## src/rtl/ppu_pkg.sv

```systemverilog
// Shared PPU definitions for the sprite fetch sequencer: FSM states, slot count,
// attribute bit positions and secondary-OAM byte offsets.
package ppu_pkg;

    localparam int SLOTS = 8;

    localparam int ATTR_VFLIP = 7;
    localparam int ATTR_HFLIP = 6;
    localparam int ATTR_PRIO  = 5;

    localparam logic [1:0] OAM_Y    = 2'd0;
    localparam logic [1:0] OAM_TILE = 2'd1;
    localparam logic [1:0] OAM_ATTR = 2'd2;
    localparam logic [1:0] OAM_X    = 2'd3;

    typedef enum logic [3:0] {
        ST_IDLE,
        ST_A0,
        ST_A1,
        ST_A2,
        ST_A3,
        ST_A4,
        ST_LO,
        ST_HI,
        ST_CLR0,
        ST_CLR1,
        ST_NEXT
    } fetch_state_t;

    function automatic logic [3:0] clamp_count(input logic [3:0] cnt);
        return (cnt > 4'd8) ? 4'd8 : cnt;
    endfunction

endpackage

```

## src/rtl/sprite_addr_gen.sv

```systemverilog
// Pattern-table address for one sprite row: applies vertical flip and the
// 8x8 / 8x16 table layouts.
module sprite_addr_gen (
    input  logic [7:0]  y,
    input  logic [7:0]  tile,
    input  logic [7:0]  line,
    input  logic        vflip,
    input  logic        sprite_size,
    input  logic        sprite_pt_sel,
    input  logic        plane,
    output logic [13:0] addr
);

    logic [7:0] diff;
    logic [3:0] row;
    logic       unused;

    assign unused = ^diff[7:4];

    always_comb begin
        diff = line - y;
        row  = diff[3:0];
        if (vflip) begin
            row = row ^ (sprite_size ? 4'hF : 4'h7);
        end
        // 8x16 sprites pick their table from tile bit 0 and use row bit 3 to select the lower tile
        if (sprite_size) begin
            addr = {1'b0, tile[0], tile[7:1], row[3], plane, row[2:0]};
        end else begin
            addr = {1'b0, sprite_pt_sel, tile, plane, row[2:0]};
        end
    end

endmodule

```

## src/rtl/sprite_fetch_ctrl.sv

```systemverilog
// Horizontal-blank sprite fetch sequencer: walks the eight secondary-OAM slots,
// fetches both pattern planes over the VRAM port and loads the sprite shifters.
module sprite_fetch_ctrl
    import ppu_pkg::*;
#(
    parameter int SLOTS = ppu_pkg::SLOTS
) (
    input  logic               clk,
    input  logic               rst,
    input  logic               fetch_start,
    input  logic [8:0]         scanline,
    input  logic               sprite_size,
    input  logic               sprite_pt_sel,
    input  logic [3:0]         sprite_count,
    output logic [4:0]         soam_addr,
    input  logic [7:0]         soam_data,
    output logic               vram_req,
    output logic [13:0]        vram_addr,
    input  logic               vram_ack,
    input  logic [7:0]         vram_data,
    output logic [SLOTS-1:0]   pattern0_ld,
    output logic [SLOTS-1:0]   pattern1_ld,
    output logic [7:0]         pattern_out,
    output logic [SLOTS-1:0]   slot_valid,
    output logic [4*SLOTS-1:0] slot_attr,
    output logic [8*SLOTS-1:0] slot_x,
    output logic               busy,
    output logic               done
);

    fetch_state_t state;
    logic [2:0]   s;
    logic [2:0]   s_nx;
    logic [3:0]   count;
    logic [3:0]   count_eff;
    logic         start_slot;
    logic         slot_has;
    logic [7:0]   y;
    logic [7:0]   tile;
    logic [7:0]   x;
    logic         vflip;
    logic [3:0]   attr;
    logic [13:0]  addr;
    logic         unused;

    assign unused = scanline[8];

    // Slot entry is shared by IDLE (first slot) and NEXT (following slots)
    assign s_nx       = (state == ST_IDLE) ? 3'd0 : s + 3'd1;
    assign count_eff  = (state == ST_IDLE) ? clamp_count(sprite_count) : count;
    assign start_slot = ((state == ST_IDLE) && fetch_start) || ((state == ST_NEXT) && (s != 3'd7));
    assign slot_has   = ({1'b0, s_nx} < count_eff);

    sprite_addr_gen u_addr_gen (
        .y             (y),
        .tile          (tile),
        .line          (scanline[7:0]),
        .vflip         (vflip),
        .sprite_size   (sprite_size),
        .sprite_pt_sel (sprite_pt_sel),
        .plane         (state == ST_LO),
        .addr          (addr)
    );

    always_ff @(posedge clk) begin
        if (rst) begin
            state       <= ST_IDLE;
            s           <= '0;
            count       <= '0;
            soam_addr   <= '0;
            vram_req    <= 1'b0;
            vram_addr   <= '0;
            pattern0_ld <= '0;
            pattern1_ld <= '0;
            pattern_out <= '0;
            slot_valid  <= '0;
            slot_attr   <= '0;
            slot_x      <= '0;
            busy        <= 1'b0;
            done        <= 1'b0;
        end else begin
            pattern0_ld <= '0;
            pattern1_ld <= '0;
            done        <= 1'b0;
            case (state)
                ST_IDLE: begin
                    if (fetch_start) begin
                        count <= count_eff;
                        busy  <= 1'b1;
                    end
                end
                ST_A0: begin
                    soam_addr <= {s, OAM_TILE};
                    state     <= ST_A1;
                end
                ST_A1: begin
                    y         <= soam_data;
                    soam_addr <= {s, OAM_ATTR};
                    state     <= ST_A2;
                end
                ST_A2: begin
                    tile      <= soam_data;
                    soam_addr <= {s, OAM_X};
                    state     <= ST_A3;
                end
                ST_A3: begin
                    vflip <= soam_data[ATTR_VFLIP];
                    attr  <= {soam_data[ATTR_HFLIP], soam_data[ATTR_PRIO], soam_data[1:0]};
                    state <= ST_A4;
                end
                ST_A4: begin
                    x         <= soam_data;
                    vram_req  <= 1'b1;
                    vram_addr <= addr;
                    state     <= ST_LO;
                end
                ST_LO: begin
                    if (vram_ack) begin
                        pattern_out <= vram_data;
                        pattern0_ld <= SLOTS'(1) << s;
                        vram_addr   <= addr;
                        state       <= ST_HI;
                    end
                end
                ST_HI: begin
                    if (vram_ack) begin
                        pattern_out        <= vram_data;
                        vram_req           <= 1'b0;
                        pattern1_ld        <= SLOTS'(1) << s;
                        slot_attr[4*s +: 4] <= attr;
                        slot_x[8*s +: 8]   <= x;
                        slot_valid[s]      <= 1'b1;
                        done               <= (s == 3'd7);
                        state              <= ST_NEXT;
                    end
                end
                ST_CLR0: begin
                    pattern1_ld <= SLOTS'(1) << s;
                    state       <= ST_CLR1;
                end
                ST_CLR1: begin
                    slot_valid[s] <= 1'b0;
                    done          <= (s == 3'd7);
                    state         <= ST_NEXT;
                end
                ST_NEXT: begin
                    if (s == 3'd7) begin
                        busy  <= 1'b0;
                        state <= ST_IDLE;
                    end
                end
                default: state <= ST_IDLE;
            endcase
            if (start_slot) begin
                s <= s_nx;
                if (slot_has) begin
                    soam_addr <= {s_nx, OAM_Y};
                    state     <= ST_A0;
                end else begin
                    pattern_out <= '0;
                    pattern0_ld <= SLOTS'(1) << s_nx;
                    state       <= ST_CLR0;
                end
            end
        end
    end

endmodule

```

## config.mk

```make
export PLATFORM = sky130hd
export DESIGN_NAME = sprite_fetch_ctrl
export DESIGN_NICKNAME = d
export VERILOG_FILES = /design/src/rtl/ppu_pkg.sv /design/src/rtl/sprite_addr_gen.sv /design/src/rtl/sprite_fetch_ctrl.sv
export SDC_FILE = /design/constraint.sdc
export NUM_CORES = 1
export LEC_CHECK = 0
export ABC_AREA = 1
export CORE_MARGIN = 5
export CORE_UTILIZATION = 49
export DETAILED_ROUTE_END_ITERATION = 6
export MAX_ROUTING_LAYER = met4
export PLACE_DENSITY_LB_ADDON = 0.25
export SLEW_MARGIN = 20
export SYNTH_ARGS = -nofsm -noshare
export SYNTH_HDL_FRONTEND = slang
export SYNTH_SLANG_ARGS = --single-unit
```

## constraint.sdc

```tcl
create_clock -name clk -period 2.44 [get_ports clk]
set_input_delay 0.488 -clock clk [delete_from_list [all_inputs] [get_ports clk]]
set_output_delay 0.488 -clock clk [all_outputs]
set_load 0.01 [all_outputs]
```

# Word level (Yosys, flattened, before mapping)
# Cells that the tools add are included.
[totals]
wordCells = 118
register_bits = 186
inputBits = 35
[op_classes]
n_shift = 6
bitwise = 5
muxes = 39
n_eq_ne = 20
reduce_logical = 21
order_cmp = 4
addsub = 4
[ops]
columns = ["operator", "n"]
rows = [
  ["$mux 8", 9],
  ["$bwmux 64", 1],
  ["$shift 8x34->64 const A", 1],
  ["$shiftx 8x34->64", 1],
  ["$pmux 4 s11", 1],
  ["$mux 4", 9],
  ["$neg 5->34", 1],
  ["$neg 6->34", 1],
  ["$shift 4x34->32 const A", 1],
  ["$shiftx 4x34->32", 1],
  ["$bwmux 32", 1],
  ["$pmux 8 s2", 2],
  ["$pmux 14 s2", 1],
  ["$reduce_and 2->1", 9],
  ["$eq 4x3->1 const B", 4],
  ["$shl 1x3->8 const A", 2],
  ["$pmux 5 s3", 1],
  ["$mux 14", 1],
  ["$mux 13", 1],
  ["$eq 4x4->1 const B", 3],
  ["$mux 5", 2],
  ["$ne 3x3->1 const B", 3],
  ["$and 8x8->8", 1],
  ["$eq 4x2->1 const B", 2],
  ["other kinds (26)", 40],
]

# Depth between registers and ports, before layout
# Gate-level depths: netlist (run 1).
[logic_depth]
depth_word = 7
depth_mapped = 13
ltp_nobuf = 13

# Modules after synthesis
# From an unflattened synthesis (run 1), not the netlist that was laid out.
[hier_totals]
hier_cells = 898
area_unflattened_um2 = 7588.5
[modules_own_cells]
columns = ["mod", "instances", "area_per_inst_um2", "cells_each"]
rows = [
  ["sprite_fetch_ctrl", 1, 7298.2, 853],
  ["sprite_addr_gen", 1, 290.3, 45],
]

# Least setup slack after synthesis (run 1)
# No wires, ideal clock.
[synth_timing]
path_kind = "flip-flop to flip-flop"
startpoint = "reg s[1]"
endpoint = "reg slot_x[34]"
path_stages_with_launch = 9
n_path_buf = 2
slack_ns = 0.245
required_ns = 2.298
synth_period_minus_slack_ns = 2.195
arrival_time_ns = 2.052
path_cell_list = "dfxtp_1 > inv_1 > ha_1 > ha_1 > buf_4 > clkinv_1 > nor4_4 > buf_2 > a211oi_2"
[synth_via]
elab_chain_len = 3
word_cells_on_any_way = 4
[synth_lines]
columns = ["item", "line", "text"]
rows = [
  ["from (decl)", "sprite_fetch_ctrl.sv:32", "logic [2:0] s;"],
  ["from (signal assigned)", "sprite_fetch_ctrl.sv:155", "s <= s_nx;"],
  ["$neg 6->34 *", "sprite_fetch_ctrl.sv:131", "slot_x[8*s +: 8] <= x;"],
  ["$shiftx 8x34->64 / $shift 8x34->64 (equally long branches)", "sprite_fetch_ctrl.sv:131", ""],
  ["$bwmux 64 *", "sprite_fetch_ctrl.sv:131", ""],
  ["to (signal assigned)", "sprite_fetch_ctrl.sv:78", "slot_x <= '0;"],
  ["to (signal, indexed assignment)", "sprite_fetch_ctrl.sv:131", ""],
  ["to (decl)", "sprite_fetch_ctrl.sv:26", "output logic [8*SLOTS-1:0] slot_x,"],
]
# Mark *: on every way between the ends. The rest lies on a longest branch, timed or not.
# A chain may end at the register's enable or synchronous reset.

# Worst setup path in the final report (run 1)
[layout_timing]
startpoint = "reg s[0]"
endpoint = "reg slot_x[15]"
# Same word-level chain as after synthesis.

==> results.ini, run 1 <==
[yosys]
yosys-top-cells-count = dfxtp_1 (160), nor2_1 (104), a21oi_1 (93), o21ai_0 (92), nand2_1 (72)
ys_seq_area_frac = 0.5299
yosysMostFrequentCell = dfxtp_1
synth_cell_types = 46
async_reset_ff_frac = 0
synthTopCellsByArea = dfxtp_1 (43%), edfxtp_1 (10%), a21oi_1 (6.2%)
synth_ff_type = dfxtp_1
yosys.area.top_type = dfxtp_1
synth_top_area_share = 0.4293
synth-edff-count = 25
syn-cell-area_mm2 = 0.007461
syn_inst = 821
syn-num-nets = 870
synth_area_per_cell_um2 = 9.088
ys_ff_latch = 185
ys_warn_count = 0

[min_path]
min_path_type = in -> reg

[timing]
tightest_slew_ns = 0.6939
finalMaxSlewViolations = 0
period_share = 0.9463
relSlewSlack = 0.5357
layout_setup_ws_ns = 0.1310
max_clock_freq_mhz = 433.1
finalCriticalPeriod_ns = 2.309
setup_viol = 0
rsz0062_at_grt = false
fin_skew_ns = 0.01220
fin_tns_setup_ns = 0
hold_viol_final = 0

[routing]
drt-initial-drc-count = 539
dr.pass1.iters = 5
vias = 6296
drc = 0
detail_route.vias_per_cell = 5.225
wl_per_cell_um = 16.72
wirelength_mm = 20.15
postRouteAntennaNets = 0

[clocking]
insertion_delay_ns = 0.43
path_clk_slew_ns = 0.07
cts_hold_buf = 0
clock_sinks = 185
numCtsBuffers = 17
cts_tree = built
root_buffer = clkbuf_16
h-tree-depth = 4
clockBufferDepth = 2

[power]
p_per_area_mw_per_mm2 = 802.8
pwr-share-clk = 0.395
vdd_drop_max_uv = 532.1
combinationalPowerShare = 0.203
p_leak_nw = 3.913
p_sw_mw = 2.393
seqPwrFrac = 0.402
switching_share = 0.2932
p_int_mw = 5.768
p_total_mw = 8.161

[placement]
port_buffers = 178
placed_area_mm2 = 0.009415
dpl_worst_slack_ns = 0.03884
routabilityCongestion = 0.9065
hpwl_mm = 14.26

[floorplanning]
dieWidth_um = 133.4
rows = 45
start_util = 0.4944
pin_count = 185
die_height_um = 133.4
dieArea_mm2 = 0.01779
core_area_mm2 = 0.01509

[global_route]
grt-ovfl-total = 0
met2_usage = 0.3589
grt_use_met3 = 0.04456
gr-max-usage-layer = met2
antenna_found_initial = 0
grt_pass1_vias = 5888
track_usage = 0.2304
use_met1 = 0.2954
grt_max_degree = 70
grt_pass1_wl_mm = 31.67

[final_layout]
fin_nets = 1053
multi_input_area_mm2 = 0.002984
antenna_cells = 0
fill_cells = 1204
design_area_mm2 = 0.01017
syn_to_final_growth_pct = 36.26
drive_gt1_frac = 0.1268
regArea_mm2 = 0.003954

[setup_path]
critPathKind = reg -> reg
cp.required_ns = 2.74
start_kind = register
crit_path_max_fanout = 12
crit_arrival_ns = 2.61
crit_path_end_kind = register

[run]
maxCapViolCount = 0

[status]
status = complete, no violations

flip-flops by register name (all words and copies together), names as in the netlist, named ones only:
register,count
slot_x,64
vram_req,1
pattern_out,8
tile,8
slot_attr,32
busy,1
vram_addr,13
s,3
attr,4
count,4
vflip,1
state,4
soam_addr,5
done,1
pattern0_ld,8
pattern1_ld,8
x,8
y,4
timing repair:
action / CTS / global route
setup endpoints to repair: 0 / 32
setup buffers: 0 / 2
resized for setup: 0 / 3
per-layer routing:
| layer | wire (um) | vias to the layer above | share of wire |
|---|---|---|---|
| met3 | 965 | 53 | 0.048 |
| met5 | 0 | - | 0 |
| li1 | - | 3128 | - |
| met1 | 9067 | 2912 | 0.45 |
| met4 | 609 | 0 | 0.030 |
| met2 | 9503 | 203 | 0.47 |
power by group through the flow:
stage	registers, mW	logic (mW)	clock network, mW
after floorplan	3.36	1.09	0
after global placement	3.35	1.61	0
after detailed placement	3.35	1.62	0
after CTS	3.28	1.64	3.26
after global routing	3.29	1.83	3.39
final	3.28	1.66	3.22
critical path: stages (launching register included):
cell and delay [ns]:
dfxtp_1 0.36, inv_1 0.07, ha_1 0.22, ha_1 0.41, clkinv_1 0.22, nor2_2 0.19, nand2_4 0.13, nor2_2 0.43
a21oi_1 0.14
cell families after synthesis:
group,count (synthesis),share of synthesized area
and+or+nand+nor,254,0.1739
muxes,8,0.01073
xor gates and xnor gates,6,0.007045
DFF,185,0.5299
AOI/OAI and AO/OA,235,0.1806
buffers and inverters,118,0.07278
other,1,0.0005026
adders and majority gates,14,0.02448
final timing paths:
path | from | endpoint | slack [ns] | cells past startpoint
worst min-delay path | rst | state[2]$_SDFFE_PP0P_ | 0.36 | 2
worst min register to register | slot_attr[2]$_SDFFE_PP0P_ | slot_attr[2]$_SDFFE_PP0P_ | 0.44 | 2
worst max register to register | s[0]$_SDFFE_PP0N_ | slot_x[15]$_SDFFE_PP0P_ | 0.13 | 8
worst max-delay path | s[0]$_SDFFE_PP0N_ | slot_x[15]$_SDFFE_PP0P_ | 0.13 | 8
cell usage in the layout (no fill, tap or decap), types with 16 or more instances in the layout:
cell type	instances
o21ai_0	92
nor2_1	103
clkbuf_16	18
edfxtp_1	25
clkdlybuf4s50_1	177
nand2_1	72
buf_4	23
dfxtp_1	160
a21oi_1	93
nand3_1	16
inv_1	62
per-stage QoR:
stage	utilization	hold slack [ns]	instances
global placement	0.6240	0.4300	1169
detailed placement	0.6240	0.4351	1169
global route	0.6737	0.3699	1205
finish	0.6737	0.3590	1205
floorplan	-	0.4453	821
CTS	0.6703	0.3458	1201
final cells by class:
type                    instances  share of cell area
clock buffers                  20             0.04615
clock inverters                12             0.02265
inverters                      76             0.02880
multi-input cells             520              0.2935
flip-flops and latches        185              0.3889
well taps                     188             0.02314
repair buffers                204              0.1968
No activity file was read; power rests on OpenSTA's default activity.
==> run 2, diff against run 1 <==
--- a/config.mk
+++ b/config.mk
@@ -6,6 +6,7 @@
 export NUM_CORES = 1
 export LEC_CHECK = 0
 export ABC_AREA = 1
+export ABC_CLOCK_PERIOD_IN_PS = 2440
 export CORE_MARGIN = 5
 export CORE_UTILIZATION = 49
 export DETAILED_ROUTE_END_ITERATION = 6
==> results of run 2 <==
No change in the layout: final DEF, timing and power equal those of run 1.
